<file path="src/rtl/arbiter_wrr_if.sv">
// arbiter_wrr_if
//   Request/grant bundle between the four requesters (U1..U4) and the
//   weighted round-robin arbiter. Bit mapping on every 4-bit field:
//   bit3 = U1, bit2 = U2, bit1 = U3, bit0 = U4.
//   req       : request lines, driven by the requesters
//   done      : release strobes, driven by the requesters
//   GRANT_O   : one-hot registered grant, driven by the arbiter
//   busy      : arbiter currently holds a grant
//   timeout_o : one-cycle pulse when the watchdog forced a release
//   Modports: master = requester side, slave = arbiter side.
interface arbiter_wrr_if;
  logic [3:0] req;
  logic [3:0] done;
  logic [3:0] GRANT_O;
  logic       busy;
  logic       timeout_o;

  modport master (
    output req,
    output done,
    input  GRANT_O,
    input  busy,
    input  timeout_o
  );

  modport slave (
    input  req,
    input  done,
    output GRANT_O,
    output busy,
    output timeout_o
  );
endinterface

</file>
<file path="src/rtl/arbiter_wrr.sv">
// arbiter_wrr
//   Weighted round-robin arbiter with grant-hold handshake for four
//   requesters. Each requester owns a 3-bit credit that is spent one per
//   grant; when requests are pending but nobody has credit left, all
//   credits are reloaded to their weights. A granted requester keeps the
//   resource until it pulses done or drops req; one RELEASE cycle always
//   separates consecutive grants.
//   Optional watchdog: define ARB_WRR_TIMEOUT_EN to force a release after
//   HOLD_MAX grant cycles (timeout_o pulses during that RELEASE cycle).
//   Without the macro timeout_o is constant 0 and HOLD_MAX is unused.
// Ports
//   clk : clock, rising edge
//   rst : synchronous active-high reset
//   bus : arbiter_wrr_if.slave (req, done in; GRANT_O, busy, timeout_o out)
// Parameters
//   W1..W4   : credit weights 1..7 (0 behaves as 1)
//   HOLD_MAX : watchdog limit in grant cycles, 2..255
module arbiter_wrr #(
  parameter int W1       = 1,
  parameter int W2       = 1,
  parameter int W3       = 1,
  parameter int W4       = 1,
  parameter int HOLD_MAX = 16
) (
  input logic          clk,
  input logic          rst,
  arbiter_wrr_if.slave bus
);

  typedef enum logic [1:0] {
    ST_IDLE    = 2'd0,
    ST_GRANT   = 2'd1,
    ST_RELEASE = 2'd2
  } state_t;

  // Weight 0 is promoted to 1 so a requester can never be starved forever.
  function automatic logic [2:0] norm_weight(input int w);
    logic [31:0] w_v;
    w_v = 32'(w);
    return (w == 0) ? 3'd1 : w_v[2:0];
  endfunction

  localparam logic [2:0] WT1_C = norm_weight(W1);
  localparam logic [2:0] WT2_C = norm_weight(W2);
  localparam logic [2:0] WT3_C = norm_weight(W3);
  localparam logic [2:0] WT4_C = norm_weight(W4);

  // Requester index: 0 = U1 .. 3 = U4.
  function automatic logic [2:0] wt_of(input logic [1:0] idx);
    case (idx)
      2'd0:    return WT1_C;
      2'd1:    return WT2_C;
      2'd2:    return WT3_C;
      2'd3:    return WT4_C;
      default: return 3'd1;
    endcase
  endfunction

  // One-hot grant code in bus bit order (U1 on bit3).
  function automatic logic [3:0] onehot_of(input logic [1:0] idx);
    case (idx)
      2'd0:    return 4'b1000;
      2'd1:    return 4'b0100;
      2'd2:    return 4'b0010;
      2'd3:    return 4'b0001;
      default: return 4'b0000;
    endcase
  endfunction

  state_t     state_r;
  state_t     state_nxt_s;
  logic [3:0] grant_r;
  logic [3:0] grant_nxt_s;
  logic       busy_r;
  logic       busy_nxt_s;
  logic       timeout_r;
  logic       timeout_nxt_s;
  logic [1:0] win_r;
  logic [1:0] last_r;
  logic [2:0] cred_r [4];
  logic [7:0] hold_r;

  logic [3:0] req_u_s;        // req re-ordered so index 0 = U1
  logic [2:0] cred_view_s [4]; // credits as seen by this cycle's selection
  logic       any_elig_s;
  logic       reload_s;
  logic       sel_vld_s;
  logic [1:0] sel_idx_s;
  logic       release_s;
  logic       timeout_hit_s;

  assign req_u_s = {bus.req[0], bus.req[1], bus.req[2], bus.req[3]};

  // Eligibility with current credits and the reload decision.
  always_comb begin
    any_elig_s = 1'b0;
    for (int u = 0; u < 4; u++) begin
      any_elig_s = any_elig_s | (req_u_s[u] & (cred_r[u] != 3'd0));
    end
    reload_s = (state_r == ST_IDLE) && (req_u_s != 4'b0000) && !any_elig_s;
  end

  // Reloaded credits take effect for the selection in the same cycle.
  always_comb begin
    for (int u = 0; u < 4; u++) begin
      if (reload_s) begin
        cred_view_s[u] = wt_of(2'(u));
      end else begin
        cred_view_s[u] = cred_r[u];
      end
    end
  end

  // Round-robin search starting at the requester after last.
  always_comb begin
    logic [1:0] cand_v;
    cand_v    = 2'd0;
    sel_vld_s = 1'b0;
    sel_idx_s = 2'd0;
    for (int i = 0; i < 4; i++) begin
      cand_v = last_r + 2'(i + 1);
      if (!sel_vld_s && req_u_s[cand_v] && (cred_view_s[cand_v] != 3'd0)) begin
        sel_vld_s = 1'b1;
        sel_idx_s = cand_v;
      end else begin
        sel_vld_s = sel_vld_s;
      end
    end
  end

  // Only the granted bit of done/req can release; grant_r masks the others.
  always_comb begin
    release_s = (state_r == ST_GRANT) && ((grant_r & (bus.done | ~bus.req)) != 4'b0000);
  end

`ifdef ARB_WRR_TIMEOUT_EN
  localparam logic [7:0] HOLD_LAST_C = 8'(HOLD_MAX - 1);

  // Watchdog fires on the last allowed grant cycle unless a normal release wins.
  always_comb begin
    timeout_hit_s = (state_r == ST_GRANT) && !release_s && (hold_r == HOLD_LAST_C);
  end
`else
  // No watchdog: a grant is only ever ended by the requester.
  always_comb begin
    timeout_hit_s = 1'b0;
  end
`endif

  // FSM state register.
  always_ff @(posedge clk) begin
    if (rst) begin
      state_r <= ST_IDLE;
    end else begin
      state_r <= state_nxt_s;
    end
  end

  // FSM next-state logic.
  always_comb begin
    state_nxt_s = ST_IDLE;
    case (state_r)
      ST_IDLE: begin
        if (sel_vld_s) begin
          state_nxt_s = ST_GRANT;
        end else begin
          state_nxt_s = ST_IDLE;
        end
      end
      ST_GRANT: begin
        if (release_s || timeout_hit_s) begin
          state_nxt_s = ST_RELEASE;
        end else begin
          state_nxt_s = ST_GRANT;
        end
      end
      ST_RELEASE: state_nxt_s = ST_IDLE;
      default:    state_nxt_s = ST_IDLE;
    endcase
  end

  // FSM output logic: next values of the registered outputs.
  always_comb begin
    grant_nxt_s   = 4'b0000;
    busy_nxt_s    = 1'b0;
    timeout_nxt_s = 1'b0;
    case (state_r)
      ST_IDLE: begin
        if (sel_vld_s) begin
          grant_nxt_s = onehot_of(sel_idx_s);
          busy_nxt_s  = 1'b1;
        end else begin
          grant_nxt_s = 4'b0000;
        end
      end
      ST_GRANT: begin
        if (release_s || timeout_hit_s) begin
          timeout_nxt_s = timeout_hit_s;
        end else begin
          grant_nxt_s = grant_r;
          busy_nxt_s  = 1'b1;
        end
      end
      ST_RELEASE: grant_nxt_s = 4'b0000;
      default:    grant_nxt_s = 4'b0000;
    endcase
  end

  // Registered outputs, credits, winner/last tracking and hold counter.
  always_ff @(posedge clk) begin
    if (rst) begin
      grant_r   <= 4'b0000;
      busy_r    <= 1'b0;
      timeout_r <= 1'b0;
      win_r     <= 2'd0;
      last_r    <= 2'd3;
      hold_r    <= 8'd0;
      for (int u = 0; u < 4; u++) begin
        cred_r[u] <= wt_of(2'(u));
      end
    end else begin
      grant_r   <= grant_nxt_s;
      busy_r    <= busy_nxt_s;
      timeout_r <= timeout_nxt_s;
      case (state_r)
        ST_IDLE: begin
          if (reload_s) begin
            for (int u = 0; u < 4; u++) begin
              cred_r[u] <= wt_of(2'(u));
            end
          end
          if (sel_vld_s) begin
            win_r  <= sel_idx_s;
            hold_r <= 8'd0;
          end
        end
        ST_GRANT: begin
          if (hold_r != 8'd255) begin
            hold_r <= hold_r + 8'd1;
          end
        end
        ST_RELEASE: begin
          // Credit is spent when the grant completes, not when it starts.
          if (cred_r[win_r] != 3'd0) begin
            cred_r[win_r] <= cred_r[win_r] - 3'd1;
          end
          last_r <= win_r;
        end
        default: begin
          hold_r <= 8'd0;
        end
      endcase
    end
  end

  assign bus.GRANT_O   = grant_r;
  assign bus.busy      = busy_r;
  assign bus.timeout_o = timeout_r;

endmodule

</file>
<file path="src/flat_wrapper.sv">
// flat-port wrapper written by rule: the top's interface ports become plain ports
module arbiter_wrr_flat 
#(
  parameter int W1       = 1,
  parameter int W2       = 1,
  parameter int W3       = 1,
  parameter int W4       = 1,
  parameter int HOLD_MAX = 16
)
  (clk, rst, bus_req, bus_done, bus_GRANT_O, bus_busy, bus_timeout_o);
  arbiter_wrr_if bus_i ();
  input logic clk;
  input logic rst;
  input wire logic [$bits(bus_i.req)-1:0] bus_req;
  input wire logic [$bits(bus_i.done)-1:0] bus_done;
  output wire logic [$bits(bus_i.GRANT_O)-1:0] bus_GRANT_O;
  output wire logic [$bits(bus_i.busy)-1:0] bus_busy;
  output wire logic [$bits(bus_i.timeout_o)-1:0] bus_timeout_o;
  assign bus_i.req = bus_req;
  assign bus_i.done = bus_done;
  assign bus_GRANT_O = bus_i.GRANT_O;
  assign bus_busy = bus_i.busy;
  assign bus_timeout_o = bus_i.timeout_o;
  arbiter_wrr #(.W1(W1), .W2(W2), .W3(W3), .W4(W4), .HOLD_MAX(HOLD_MAX)) u_core (.clk(clk), .rst(rst), .bus(bus_i));
endmodule
</file>
<file path="config.mk">
export PLATFORM = sky130hd
export DESIGN_NAME = arbiter_wrr_flat
export DESIGN_NICKNAME = d
export VERILOG_FILES = /design/src/rtl/arbiter_wrr_if.sv /design/src/rtl/arbiter_wrr.sv /design/src/flat_wrapper.sv
export SDC_FILE = /design/constraint.sdc
export NUM_CORES = 1
export LEC_CHECK = 0
export ABC_AREA = 1
export BUFFER_PORTS_ARGS = -buffer_cell sky130_fd_sc_hd__buf_2
export CAP_MARGIN = 20
export CELL_PAD_IN_SITES_DETAIL_PLACEMENT = 0
export CELL_PAD_IN_SITES_GLOBAL_PLACEMENT = 1
export CORE_ASPECT_RATIO = 0.7
export CORE_MARGIN = 10
export CORE_UTILIZATION = 38
export CTS_CLUSTER_DIAMETER = 120
export DETAILED_ROUTE_END_ITERATION = 6
export PLACE_DENSITY = 0.73
export SETUP_SLACK_MARGIN = 0.02
export SYNTH_ARGS = -nofsm -noshare
export SYNTH_HDL_FRONTEND = slang
export SYNTH_SLANG_ARGS = --single-unit
export TNS_END_PERCENT = 10
</file>
<file path="constraint.sdc">
create_clock -name clk -period 2.05 [get_ports clk]
set_input_delay 0.41 -clock clk [delete_from_list [all_inputs] [get_ports clk]]
set_output_delay 0.41 -clock clk [all_outputs]
set_load 0.01 [all_outputs]
</file>
==> flow_summary.json <==
{
  "status": "completed",
  "ios": 16,
  "hold_viol": 0,
  "relSlewSlack": 0.623,
  "worstSkewPairLatency_ns": 0.26,
  "antenna_left": 0,
  "first_iter_violations": 70,
  "holdPathStages": 2,
  "synth_top_area_share": 0.235,
  "skew_ns": 0.00147,
  "rsz0062_at_grt": "yes",
  "switching_share": 0.385,
  "dr_wl_met2_microns": 1630,
  "cts_hold_buffers": 0,
  "power_frac_seq": 0.387,
  "grt_max_degree": 14,
  "clockBufferDepth": 2,
  "p_per_area_nw_per_um2": 808,
  "cp-end-kind": "flop",
  "cts_made_buffers": 3,
  "drc": 0,
  "track_usage": 0.106,
  "layout-drive-gt1-share": 0.440,
  "cts_tree": "yes",
  "cts-root-buf": "clkbuf_8",
  "crit_required_ns": 2.08,
  "path_cells": "or2_2, a32oi_2, ha_2, ha_4, nor3_4, inv_4, nor3_4, inv_2, buf_4, nor2_1",
  "avgSynthCellArea_sq_um": 7.26,
  "first_pass_iters": 4,
  "period_needed_ns": 1.98,
  "synth_flop_cell": "edfxtp_1",
  "syn_area_sq_um": 1530,
  "final_util": 0.520,
  "setup_violations": 0,
  "diodes": 0,
  "die_y_microns": 73.1,
  "grt_pass1_vias": 1224,
  "fp.coreArea_sq_um": 3900,
  "dpl_cell_area_sq_um": 1750,
  "die_area_sq_um": 7010,
  "synth-seq-area-share": 0.392,
  "antenna_found_initial": 0,
  "overflow": 0,
  "cp_max_fo": 4,
  "worst_pin_slew_ns": 0.565,
  "wl_met1_microns": 1970,
  "fmax_mhz": 504,
  "cp-start-kind": "flop",
  "design_area_sq_um": 2030,
  "p_leak_nw": 0.863,
  "synthArstFlopShare": 0,
  "die_w_microns": 95.9,
  "crit_cells": 10,
  "path_class": "reg -> reg",
  "top_layer_used": "met4",
  "area_growth_pct": 32.3,
  "synth-warning-count": 0,
  "syn_inst": 211,
  "dpl.hpwl_microns": 2870,
  "p_int_mw": 1.01,
  "initial_core_util": 0.393,
  "vias": 1393,
  "met3_length_microns": 97,
  "rows": 19,
  "synth_edf_count": 12,
  "portBuffers": 14,
  "gp_congestion": 0.833,
  "clkPwrFrac": 0.193,
  "cp_common_cell": "nor3_4",
  "finalMaxSlewViolations": 0,
  "grt_pass1_wl_microns": 5890,
  "holdCritPathClass": "in -> reg",
  "max_stage_delay_ns": 0.41,
  "clkTransAtPathRegs_ns": 0.08,
  "period_share": 0.968,
  "vias_per_cell": 4.72,
  "cts_htree_levels": 1,
  "routedWlPerCell_microns": 12.6,
  "syn_nets": 223,
  "crit_family": "simple AND/OR/NAND/NOR gates",
  "yosysTopAreaCell": "edfxtp_1",
  "final_nets": 256,
  "critPathSlowestCell": "edfxtp_1",
  "ys_types": 30,
  "worstPathArrival_ns": 2.01,
  "power_frac_comb": 0.420,
  "path_buf_inv": 3,
  "reg2reg_depth": 10,
  "switchingPower_mw": 0.631,
  "cts_sinks": 24,
  "peakVddDrop_mv": 0.497,
  "wl_microns": 3720,
  "synth-seq-cells": 24,
  "maxCapViolCount": 0,
  "synth_area_leaders": "edfxtp_1, dfxtp_1, nand2_1"
}
## sequential cells by signal (all words and copies together), names as in the netlist, named ones only
signal / flops
u_core.cred_r: 12
u_core.last_r: 2
u_core.win_r: 2
u_core.bus.GRANT_O: 4
u_core.state_r: 2
## power by group through the flow
stage,logic (mW),registers (mW),clock network [mW]
finish,0.689,0.634,0.317
CTS,0.559,0.622,0.321
global route,0.767,0.642,0.338
global placement,0.561,0.633,0
detailed placement,0.551,0.632,0
floorplan,0.364,0.623,0
## synthesized netlist by cell type (all sizes together), types with 2 or more instances
master	instances
a21oi	14
buf	3
dfxtp	12
edfxtp	12
ha	2
inv	32
nand2	59
nand3	10
nand4	3
nor2	30
nor3	7
o21ai	17
or2	3
## stage by stage
| stage | setup slack (ns) | TNS, ns | cells | power [mW] | hold WS [ns] |
|---|---|---|---|---|---|
| global route | -0.0550 | -0.290 | 295 | 1.75 | 0.507 |
| CTS | -0.0528 | -0.519 | 292 | 1.50 | 0.451 |
| finish | 0.0651 | 0 | 295 | 1.64 | 0.485 |
| global placement | -0.0491 | -0.703 | 288 | 1.19 | 0.479 |
| floorplan | 0.0738 | 0 | 211 | 0.988 | 0.484 |
| detailed placement | -0.0715 | -1.21 | 288 | 1.18 | 0.487 |
## logic make-up (layout without fill, tap and decap cells)
family,count (synthesis),after routing,synth area share
AOI/OAI and AO/OA,34,34,0.123
xor gates and xnor gates,1,1,0.00572
adders and majority gates,2,2,0.0163
buffers and inverters,36,68,0.0980
DFF,24,24,0.392
other,1,1,0.00245
and+or+nand+nor,113,113,0.362
## what timing repair did
action | 4_1_cts | 5_1_grt
setup endpoints to repair | 20 | 32
resized for setup | 2 | 55
hold endpoints to repair | 0 | 0
cloned | 0 | 0
pin swaps | 0 | 13
setup buffers | 0 | 3
## cell type report
class	instances	area, sq um
Multi-Input combinational cell	151	968
Sequential cell	24	606
Fill cell	394	1870
Tap cell	52	65.1
Inverter	32	125
Timing Repair Buffer	32	209
Clock buffer	4	55.1
## worst register-to-register path: stages, from the launching register on
cell,delay (ns)
edfxtp_1,0.41
or2_2,0.32
a32oi_2,0.23
ha_2,0.24
ha_4,0.14
nor3_4,0.04
inv_4,0.11
nor3_4,0.05
inv_2,0.07
buf_4,0.10
nor2_1,0.03
## metal layers
layer  global-route usage  vias to the layer above
li1                     -                      747
met4               0.0294                        0
met1                0.160                      626
met5                    0                        -
met2                0.145                       16
met3               0.0195                        4
## path summary, 6_finish.rpt
check | startpoint | to | slack [ns]
setup / recovery | u_core.cred_r[0][0]$_SDFFCE_PN1P_ | u_core.cred_r[3][1]$_SDFFCE_PN0P_ | 0.07
hold / removal | rst | u_core.bus.GRANT_O[3]$_SDFFE_PP0N_ | 0.49
setup reg to reg | u_core.cred_r[0][0]$_SDFFCE_PN1P_ | u_core.cred_r[3][1]$_SDFFCE_PN0P_ | 0.07
hold reg to reg | u_core.bus.GRANT_O[3]$_SDFFE_PP0N_ | u_core.bus.GRANT_O[3]$_SDFFE_PP0N_ | 0.50
## placed cells by master (no fill, tap or decap), drive strengths merged
cell type	count
inv	32
buf	32
nor4	1
nand2	59
clkbuf	4
conb	1
a22oi	1
nand3	10
a32o	1
or2	3
ha	2
nor2	30
a32oi	1
nor3	7
xor2	1
nand4	3
a21oi	14
o21ai	17
dfxtp	12
edfxtp	12
No activity file was read; power rests on OpenSTA's default activity.
